## src/rtl/duart_tx_sched.sv

```systemverilog
// duart_tx_sched
//   Round-robin scheduler sharing the debug UART (duart) APB slave among NREQ
//   byte-stream requesters. One byte is granted at a time; the scheduler polls
//   STATUS until the transmitter is not busy, then writes the byte to TXDATA.
//   It is the only APB master in front of duart_top.
//
// Ports
//   clk, resetn          clock, asynchronous active-low reset
//   req_valid[NREQ]      requester i has a byte
//   req_data[8*NREQ]     byte i = req_data[8*i +: 8]
//   req_ready[NREQ]      one-hot single-cycle accept pulse
//   paddr/psel/penable/pwrite/pstrb/pprot/pwdata   APB request
//   prdata/pready/pslverr                          APB response
//   apbactive, busy      high whenever the FSM is not IDLE
//   err                  sticky PSLVERR / timeout flag, cleared only by reset
//
// Configuration
//   DUART_SCHED_TMO_EN   when defined, an ACCESS phase with pready low for
//                        TMO_CYC cycles is aborted (err set, byte dropped).
module duart_tx_sched #(
  parameter int          AW         = 12,
  parameter int          NREQ       = 3,
  parameter int unsigned TXDATA_OFS = 'h000,
  parameter int unsigned STATUS_OFS = 'h008,
  parameter int          POLL_GAP   = 4,
  parameter int          TMO_CYC    = 256
) (
  input  logic              clk,
  input  logic              resetn,
  input  logic [NREQ-1:0]   req_valid,
  input  logic [8*NREQ-1:0] req_data,
  output logic [NREQ-1:0]   req_ready,
  output logic [AW-1:0]     paddr,
  output logic              psel,
  output logic              penable,
  output logic              pwrite,
  output logic [3:0]        pstrb,
  output logic [2:0]        pprot,
  output logic [31:0]       pwdata,
  output logic              apbactive,
  input  logic [31:0]       prdata,
  input  logic              pready,
  input  logic              pslverr,
  output logic              busy,
  output logic              err
);

  typedef enum logic [2:0] {
    S_IDLE, S_RD_SETUP, S_RD_ACCESS, S_GAP, S_WR_SETUP, S_WR_ACCESS
  } state_t;

  localparam int PW = $clog2(NREQ);
  localparam int GW = (POLL_GAP > 1) ? $clog2(POLL_GAP) : 1;

  state_t        r_state;
  logic [PW-1:0] r_ptr;
  logic [7:0]    r_byte;
  logic [GW-1:0] r_gap;
  logic          r_err;
  // Low for the first cycle after reset so req_ready stays 0 while in reset.
  logic          r_live;

  logic          w_found;
  logic [PW-1:0] w_gnt;
  logic [PW-1:0] w_idx;
  logic [PW-1:0] w_ptr_nxt;
  logic          w_access;
  logic          w_tmo_hit;
  logic          w_unused_prdata;

  assign w_unused_prdata = ^prdata[31:1];
  assign w_access = (r_state == S_RD_ACCESS) || (r_state == S_WR_ACCESS);

  // First valid requester at or after r_ptr, wrapping modulo NREQ.
  always_comb begin
    int j;
    w_found = 1'b0;
    w_gnt   = '0;
    w_idx   = '0;
    for (int k = 0; k < NREQ; k++) begin
      j = int'(r_ptr) + k;
      if (j >= NREQ) j = j - NREQ;
      w_idx = PW'(j);
      if (!w_found && req_valid[w_idx]) begin
        w_found = 1'b1;
        w_gnt   = w_idx;
      end
    end
  end

  assign w_ptr_nxt = (w_gnt == PW'(NREQ - 1)) ? '0 : w_gnt + 1'b1;

  assign req_ready = (r_live && (r_state == S_IDLE) && w_found) ?
                     (NREQ'(1) << w_gnt) : '0;

`ifdef DUART_SCHED_TMO_EN
  localparam int TW = $clog2(TMO_CYC) + 1;
  logic [TW-1:0] r_tmo;

  // r_tmo holds (cycles already spent in this ACCESS), so the abort lands on
  // the TMO_CYC-th cycle with pready still low.
  assign w_tmo_hit = w_access && !pready && (r_tmo == TW'(TMO_CYC - 1));

  always_ff @(posedge clk or negedge resetn) begin
    if (!resetn)                             r_tmo <= '0;
    else if (!w_access || pready || w_tmo_hit) r_tmo <= '0;
    else                                     r_tmo <= r_tmo + 1'b1;
  end
`else
  localparam int unused_tmo_cyc = TMO_CYC;
  assign w_tmo_hit = 1'b0;
`endif

  always_ff @(posedge clk or negedge resetn) begin
    if (!resetn) begin
      r_state <= S_IDLE;
      r_ptr   <= '0;
      r_byte  <= '0;
      r_gap   <= '0;
      r_err   <= 1'b0;
      r_live  <= 1'b0;
    end else begin
      r_live <= 1'b1;
      unique case (r_state)
        S_IDLE: begin
          if (r_live && w_found) begin
            r_byte  <= req_data[8*w_gnt +: 8];
            r_ptr   <= w_ptr_nxt;
            r_state <= S_RD_SETUP;
          end
        end
        S_RD_SETUP: r_state <= S_RD_ACCESS;
        S_RD_ACCESS: begin
          if (pready) begin
            if (pslverr) r_err <= 1'b1;
            // An errored status read is treated as "not busy".
            if (prdata[0] && !pslverr) begin
              if (POLL_GAP == 0) begin
                r_state <= S_RD_SETUP;
              end else begin
                r_gap   <= GW'(POLL_GAP - 1);
                r_state <= S_GAP;
              end
            end else begin
              r_state <= S_WR_SETUP;
            end
          end else if (w_tmo_hit) begin
            r_err   <= 1'b1;
            r_state <= S_IDLE;
          end
        end
        S_GAP: begin
          if (r_gap == '0) r_state <= S_RD_SETUP;
          else             r_gap   <= r_gap - 1'b1;
        end
        S_WR_SETUP: r_state <= S_WR_ACCESS;
        S_WR_ACCESS: begin
          if (pready) begin
            if (pslverr) r_err <= 1'b1;
            r_state <= S_IDLE;
          end else if (w_tmo_hit) begin
            r_err   <= 1'b1;
            r_state <= S_IDLE;
          end
        end
        default: r_state <= S_IDLE;
      endcase
    end
  end

  // APB outputs decode straight from the state register, so an async reset
  // drops psel/penable immediately.
  assign busy      = (r_state != S_IDLE);
  assign apbactive = busy;
  assign psel      = (r_state == S_RD_SETUP) || (r_state == S_RD_ACCESS) ||
                     (r_state == S_WR_SETUP) || (r_state == S_WR_ACCESS);
  assign penable   = w_access;
  assign pwrite    = (r_state == S_WR_SETUP) || (r_state == S_WR_ACCESS);
  assign pstrb     = pwrite ? 4'b0001 : 4'b0000;
  assign pprot     = 3'b000;
  assign paddr     = ((r_state == S_RD_SETUP) || (r_state == S_RD_ACCESS)) ? AW'(STATUS_OFS) :
                     pwrite ? AW'(TXDATA_OFS) : '0;
  assign pwdata    = {24'h0, r_byte};
  assign err       = r_err;

endmodule

```

## config.mk

```make
export PLATFORM = sky130hd
export DESIGN_NAME = duart_tx_sched
export DESIGN_NICKNAME = d
export VERILOG_FILES = /design/src/rtl/duart_tx_sched.sv
export SDC_FILE = /design/constraint.sdc
export NUM_CORES = 1
export LEC_CHECK = 0
export BUFFER_PORTS_ARGS = -buffer_cell sky130_fd_sc_hd__buf_4
export CORE_UTILIZATION = 43
export DETAILED_ROUTE_END_ITERATION = 10
export GPL_ROUTABILITY_DRIVEN = 0
export MAX_ROUTING_LAYER = met4
export PLACE_DENSITY = 0.86
export SYNTH_ARGS = -nofsm -noshare
export SYNTH_HDL_FRONTEND = slang
export SYNTH_SLANG_ARGS = --single-unit
```

## constraint.sdc

```tcl
create_clock -name clk -period 3.8 [get_ports clk]
set_input_delay 0.38 -clock clk [delete_from_list [all_inputs] [get_ports clk]]
set_output_delay 0.38 -clock clk [all_outputs]
set_load 0.05 [all_outputs]
```

# Word level (Yosys, flattened, before mapping)

Cells that the tools add are included.

Bits in registers: 17
Input bits: 63
Output and inout port bits: 60
Word-level logic and storage cells: 85

$add $sub $neg: 7
Order comparisons: 6
Eq/ne operators: 12
Shift-type cells: 2
Multiplexer cells: 29
Reduce and logical (&&, ||, !) cells: 23

Operators with widths:

| operator            | number |
|---|---|
| $shiftx 24x6->8     | 1 |
| $mux 2              | 10 |
| $mux 3              | 6 |
| $pmux 3 s6          | 1 |
| $lt 2x3->1 const B  | 3 |
| $ne 2x2->1 const B  | 4 |
| $reduce_and 4->1    | 2 |
| $mux 1              | 7 |
| $bmux 1 s2          | 3 |
| $eq 3x2->1 const B  | 2 |
| $eq 3x3->1 const B  | 2 |
| $ge 3x2->1 const B  | 2 |
| $logic_and 1x1->1   | 6 |
| $sub 2x2->2 const B | 3 |
| $logic_or 1x1->1    | 5 |
| $mux 4              | 1 |
| $ne 2x1->1 const B  | 2 |
| $pmux 2 s2          | 1 |
| $add 2x1->3 const B | 1 |
| $add 2x2->3 const B | 1 |
| $eq 3x1->1 const B  | 1 |
| $logic_not 1->1     | 3 |
| $logic_not 3->1     | 1 |
| $reduce_and 3->1    | 1 |
| other kinds (10)    | 10 |

# Depth between registers and ports, before layout

Gate-level depths: netlist (run 1).

Word-level depth: 14
Gate-level depth with buffers: 10
Gate-level depth less buffers: 7

# Worst setup path after synthesis (run 1)

No wires, ideal clock.

Kind: register to output
Start: register r_ptr[1]
End: output port req_ready[1]
Arrival time: 3.065 ns
Data required time: 3.420 ns
Setup slack: 0.355 ns
Stages on the path, launching flop included: 9
Path buffers: 1
Cells stage by stage: dfrtp_1 inv_1 ha_1 mux2_4 a21bo_4 o221a_1 buf_6 or2_2 nor3_1

Longest elaborated chain between the ends: 13
Elaborated cells on any way between the ends: 30
Classes of those cells: add/sub: 5; order compare: 3; shift: 1; mux: 16; reduce/logical: 5

Ends and longest elaborated chain:

| item                                                                 | RTL line | RTL |
|---|---|---|
| start, declared                                                      | 56       | `logic [PW-1:0] r_ptr;` |
| start signal, assigned                                               | 128      | `r_ptr <= w_ptr_nxt;` |
| parallel branches: the longest is 12 deep, another holds $add 2x1->3 | -        |  |
| $mux 3 *                                                             | 93       | `assign req_ready = (r_live && (r_state == S_IDLE) && w_found) ?` |
| end, declared                                                        | 32       | `output logic [NREQ-1:0] req_ready,` |

Every way passes the cells marked *. The select of a mux whose other input is x is not followed.

# Worst setup path after layout (run 1)

Ends and elaborated chain as after synthesis.

==> results of run 1 <==
[per-stage QoR]
stage / power [uW] / setup slack (ns) / hold slack, ns / instances
after global placement: 1760 / 0.906 / 0.256 / 267
after CTS: 1920 / 0.584 / 0.383 / 272
after floorplan: 1520 / 0.355 / 0.0844 / 219
after detailed placement: 1790 / 0.862 / 0.262 / 267
after global routing: 2030 / 0.480 / 0.382 / 272
final: 1910 / 0.583 / 0.384 / 272
[worst min-delay path by stage]
stage	start	end	slack, ns
final	pslverr	err	0.38
after global placement	resetn	r_byte[7]	0.26
after detailed placement	resetn	r_byte[2]	0.26
after floorplan	resetn	err	0.08
after global routing	pslverr	err	0.38
after CTS	pslverr	err	0.38
[placed cells by master (no fill, tap or decap), types with 3 or more instances in the layout]
cell	synthesis	routed
clkbuf_8	0	3
nand2b_1	5	5
o211ai_2	8	8
nor3_1	5	5
inv_1	7	7
a21oi_1	7	7
mux2i_1	14	14
o211ai_1	8	8
nor2b_1	5	5
ha_1	5	5
dfrtp_1	17	17
nor2_1	5	5
nand2_1	15	15
conb_1	2	42
buf_4	43	52
[worst reg2reg max path, stage by stage (launching register included)]
cell and delay [ns]:
dfrtp_1 0.42, inv_1 0.10, ha_1 0.28, mux2_4 0.35, a21bo_4 0.24, o221a_1 0.41
or3_1 0.64, o211ai_2 0.25
[logic make-up (layout without fill, tap and decap cells)]
family                     count (synthesis)  count (layout)  share of synthesized area
AOI/OAI and AO/OA                         36              36                      0.195
adders and majority gates                  5               5                     0.0389
buffers and inverters                     57              64                      0.244
DFF                                       17              17                      0.265
muxes                                     16              16                      0.103
other                                      2              42                    0.00467
and+or+nand+nor                           46              46                      0.149
[area by class of cell]
cell class | instances | share of cell area
well taps | 46 | 0.0304
multi-input cells | 145 | 0.496
inverters | 7 | 0.0139
repair buffers | 53 | 0.211
clock buffers | 4 | 0.0238
flip-flops and latches | 17 | 0.224
[power by group through the flow]
stage | clock (uW) | combinational, uW | sequential [uW]
floorplan | 0 | 1040 | 475
global placement | 0 | 1420 | 336
detailed placement | 0 | 1450 | 339
CTS | 135 | 1450 | 338
global route | 143 | 1530 | 351
finish | 130 | 1440 | 338
[layer usage]
| metal | share of wire | global-route usage | up-vias | wire length, um |
|---|---|---|---|---|
| met1 | 0.41 | 0.195 | 609 | 1300 |
| met4 | 0.0079 | 0.0436 | 0 | 25 |
| met2 | 0.53 | 0.284 | 48 | 1660 |
| met5 | 0 | - | - | 0 |
| li1 | - | - | 635 | - |
| met3 | 0.053 | 0.0181 | 4 | 168 |
[cell usage after synthesis]
cell / n
buf_2: 1
nand3b_1: 2
o311a_1: 1
nand2b_1: 5
ha_1: 5
nor2b_1: 5
o221ai_1: 1
clkbuf_1: 4
conb_1: 2
o221a_1: 1
o21ai_0: 2
or2_2: 2
mux2i_1: 14
o211ai_1: 8
buf_6: 2
nand3_1: 1
nor2_1: 5
nand4b_1: 1
dfrtp_1: 17
a21oi_1: 7
inv_1: 7
buf_4: 43
mux2_2: 1
a31o_2: 1
a21bo_4: 1
o41ai_1: 1
nor3b_1: 2
o31ai_1: 2
o22ai_2: 1
mux2_4: 1
o311ai_0: 2
or3_1: 2
o211ai_2: 8
nor4b_1: 1
nand2_1: 15
nor3_1: 5
[flip-flops by register name, indices dropped and copies added, names as in the netlist]
signal,flops
r_ptr,2
r_gap,2
r_state,3
err,1
r_byte,8
r_live,1
==> metrics.txt, run 1 <==
status=finished, final reports clean; P_sw=1080 uW; hold buffer count at CTS=1; PortBufs=50; worst slew pin tran=0.696 ns; Synth area leaders=dfrtp_1 26%, buf_4 20%, mux2i_1 8.7%; vias in the first global route=1115; area added between synthesis and finish=17.9%; GRT Total Usage=0.162; Bufs and invs on worst path=2; Initial Util=0.464; Switching Fraction=0.563; mean post-synth cell area=8.98 sq um; CP startpoint kind=register; Top delay family on crit path=compound AO/OA/AOI/OAI gates; Antenna Cells=0; Leak Pwr=0.000984 uW; vias=1296; WL per Instance=11.6 um; number of buffers created by CTS=3; r2r worst-path depth=7; H-tree Lvls=1; leading area contributor after synthesis=dfrtp_1; min Tclk post-route=3.22 ns; Critical Path End=req_ready[1]; post-cts sizing count=0; largest net degree at the start of global routing=18; crit share post-route=0.847; total iterations of the first detailed-routing run=4; Synth Instances=179; final WL=3.15 mm; FF+latch area=425 sq um; Final setup viols=0; Root Driver=clkbuf_8; worst clock skew=0.00179 ns; Nets=295; final antenna-violating net count=0; share of layout cells above drive strength 1=0.310; CP Launch Point=r_ptr[1]; Maximum Capacitance Violations=0; Remaining DRCs=0; clock-pin slew on the worst setup and hold paths=0.06 ns; register area share after synthesis=0.265; unrepaired setup endpoints after global routing=no; maximum clock path buffer count=2; gr ovfl total=0; die width=63.1 um; Worst R2R Setup Slack=1.04 ns; die area=3990 sq um; slowest cell on the critical path=dfrtp_1; Hold Vio Cnt, Final=0; Post-Route Utilization=0.547; worst path cell trace=inv_1 > ha_1 > mux2_4 > a21bo_4 > o221a_1 > or2_2 > nor3_1 > buf_4; floorplan core area=3470 sq um; CP Data Required Time=3.42 ns; violation count after the first detailed-routing iteration=70; first-pass GRT wire length=5.04 mm; Ys Warns=0; Synth Cell Area=1610 sq um; Rows=21; Comb power frac=0.755; critical path arrival=2.84 ns; antenna violations before repair=0; setup TNS=0 ns; HP Class=input pin to register; Max IR drop VDD=0.000454 V; worst setup path category=register to output pin; Die Height=63.1 um; hold depth=2; # fillers=311; share of power burned in registers=0.177; CP max stage delay=0.42 ns; clk sinks=17; worst skew pair latency=0.24 ns; Ports=123; CTS tree=yes; hpwl dp=2.46 mm; Via density=4.76; Netlist cell types=36; worst r2r src=r_ptr[1]; Yosys top cell area share=0.265; power share of the clock group=0.068; cell count along the critical path=8; Max Fclk=0.311 GHz; crit path max fanout=10; Int Pwr=835 uW; setup bufs post-CTS=0; Slew Limit Headroom=0.534; flops & latches, synth=17; fin. max-slew vios=0; CP Capture Type=output pin; Finished Cell Area=1900 sq um; placed cell areas=1840 sq um; R2R Path End=r_byte[4]; PwrDens=1010 nW/um^2; Multi-input gate area=941 sq um
Power figures use the tool's default switching activity.
==> run 2, diff against run 1 <==
Settings changed: ABC_AREA set to 1, CORE_UTILIZATION 43 to 41, PLACE_DENSITY 0.86 to 0.82.
Clock period 3.8 ns to 3.15 ns, I/O delays scaled along.
==> run 2 against run 1 <==
Die area rose by 6.9%. Area after synthesis up 2.2%. Wire length is 8.4% higher. Synthesized cell count up 29%. Critical path depth is 4 higher. Count of clock-buffer cells in the layout is 1 lower.
==> metrics.txt, run 2 <==
slowest cell on the critical path=dfrtp_1; Synth Instances=231 (+29%); antenna violations before repair=0 (unchanged); violation count after the first detailed-routing iteration=39 (-44%); share of layout cells above drive strength 1=0.282 (-0.0276); vias in the first global route=1383 (+24%); floorplan core area=3740 sq um (+7.9%); die width=65.3 um (+3.4%); Rows=22 (+4.8%); clock-pin slew on the worst setup and hold paths=0.07 ns (about the same); min Tclk post-route=2.78 ns; maximum clock path buffer count=2 (unchanged); Synth area leaders=dfrtp_1 26%, buf_4 20%, nand2_1 11%; gr ovfl total=0 (unchanged); CP max stage delay=0.38 ns (-0.04 ns); mean post-synth cell area=7.11 sq um (-21%); Remaining DRCs=0 (unchanged); Ports=123 (unchanged); number of flip-flops in the largest register=8 (unchanged); Most flops, register=r_byte; Max IR drop VDD=0.000643 V (+42%); synth cell count leaders=50 x nand2_1, 44 x buf_4, 29 x nor2_1; worst setup path category=register to output pin; Synth Cell Area=1640 sq um (+2.2%); crit path max fanout=17 (+7); first-pass GRT wire length=5.69 mm (+13%); Hold Vio Cnt, Final=0 (unchanged); Die Height=65.3 um (+3.4%); worst clock skew=0.00303 ns (+0.00124 ns); PortBufs=50 (unchanged); hpwl dp=2.80 mm (+14%); PwrDens=1320 nW/um^2 (+31%); hold slack=0.296 ns (-0.0883 ns); worst skew pair latency=0.25 ns (about the same); area added between synthesis and finish=17.4%; Initial Util=0.439 (-0.0247); CTS tree=yes; Antenna Cells=0 (unchanged); Ys Warns=0 (unchanged); CP startpoint kind=register; most frequent cells in the layout=50 x nand2_1, 50 x buf_4, 42 x conb_1; WL per Instance=10.4 um (-10%); final WL=3.42 mm (+8.4%); Maximum Capacitance Violations=0 (unchanged); Leak Pwr=0.00107 uW (+8.9%); Post-synth ARST share=1.00 (unchanged); pre-CTS setup slack=0.680 ns (-0.182 ns); fin. max-slew vios=0 (unchanged); Post-synth EDFFs=0 (unchanged); flops & latches, synth=17 (unchanged); GRT Total Usage=0.174 (+0.0124); H-tree Lvls=1 (unchanged); worst path cell trace=inv_1 > ha_1 > inv_2 > nand2_1 > nand3_1 > nand2_1 > nand3_1 > nand2_1 > nor2_4 > nand2_1 > nor2_1 > buf_4; Root Driver=clkbuf_8; Via density=4.58 (-4.0%); CP Capture Type=output pin; number of buffers created by CTS=3 (unchanged); Nets=349 (+18%); setup ws final=0.370 ns (-0.213 ns); cell mode on critical path=nand2_1; final antenna-violating net count=0 (unchanged); register area share after synthesis=0.259 (-0.00564); Netlist cell types=31 (-14%); largest net degree at the start of global routing=18 (unchanged); vias=1501 (+16%); biggest regs=r_byte: 8 flops, r_state: 3 flops; Final setup viols=0 (unchanged); Yosys top cell area share=0.259 (-0.00564); unrepaired setup endpoints after global routing=no; main flop type after synthesis=dfrtp_1; status=finished, final reports clean; leading area contributor after synthesis=dfrtp_1; die area=4260 sq um (+6.9%); crit share post-route=0.883; setup TNS=0 ns (unchanged); total iterations of the first detailed-routing run=4 (unchanged); clk sinks=17 (unchanged); critical path arrival=2.47 ns (-0.37 ns); most common cell in the netlist=nand2_1; HP Class=input pin to register; CP Data Required Time=2.83 ns (-0.59 ns); Max Fclk=0.360 GHz
[run 2: what timing repair did]
item                                   CTS  global route
gates resized for setup                  0             0
setup buffers                            0             0
endpoints found under the hold margin   17             0
hold buffers                             1             0
[run 2: kinds of logic after synthesis]
group / Yosys count / share of synthesized area
compound gates: 18 / 0.0701
simple gates: 120 / 0.359
flops: 17 / 0.259
buf+inv: 69 / 0.270
other cells: 2 / 0.00457
fa+ha+maj: 5 / 0.0381
[run 2: critical path, delay by kind of cell (launching register included)]
family / cells / cell delay [ns]
flops: 1 / 0.38
simple gates: 8 / 1.03
fa+ha+maj: 1 / 0.38
buf+inv: 3 / 0.43
[run 2: metal layers]
metal / share of wire / track usage / vias to the layer above
met5: 0 / - / -
met1: 0.43 / 0.201 / 674
li1: - / - / 753
met3: 0.070 / 0.0226 / 4
met4: 0.0085 / 0.0707 / 0
met2: 0.49 / 0.304 / 70
[run 2: final timing paths]
path,depth (start not counted),start,slack (ns),endpoint
worst min-delay path,2,pready,0.30,r_state[2]
worst max register to register,14,r_ptr[0],0.87,r_byte[0]
worst min register to register,1,err,0.49,err
worst max-delay path,12,r_ptr[0],0.37,req_ready[1]
max in group asynchronous,2,resetn,2.51,r_state[0]
min in group asynchronous,2,resetn,0.46,r_byte[6]
[run 2: layout make-up]
cell class / count / area, sq um
clock inverter: 1 / 5.00
sequential: 17 / 425
inverter: 23 / 86.3
fill: 407 / 1820
multi-input combinational: 185 / 925
tap: 48 / 60.1
clock buffer: 3 / 41.3
timing repair buffer: 51 / 385
[run 2: through the flow]
stage / cells / power (uW) / instance area, sq um / utilization
6_report: 328 / 2550 / 1930 / 0.515
5_1_grt: 328 / 2770 / 1930 / 0.515
4_1_cts: 328 / 2560 / 1930 / 0.515
3_5_place_dp: 323 / 2390 / 1870 / 0.500
3_3_place_gp: 323 / 2340 / 1870 / 0.500
2_1_floorplan: 271 / 2060 / 1790 / -
[run 2: report_power, final]
part	total (uW)	switching (uW)	internal, uW
sequential	395	71.6	324
combinational	1990	1420	566
clock	160	72.7	87.5
total	2550	1570	978
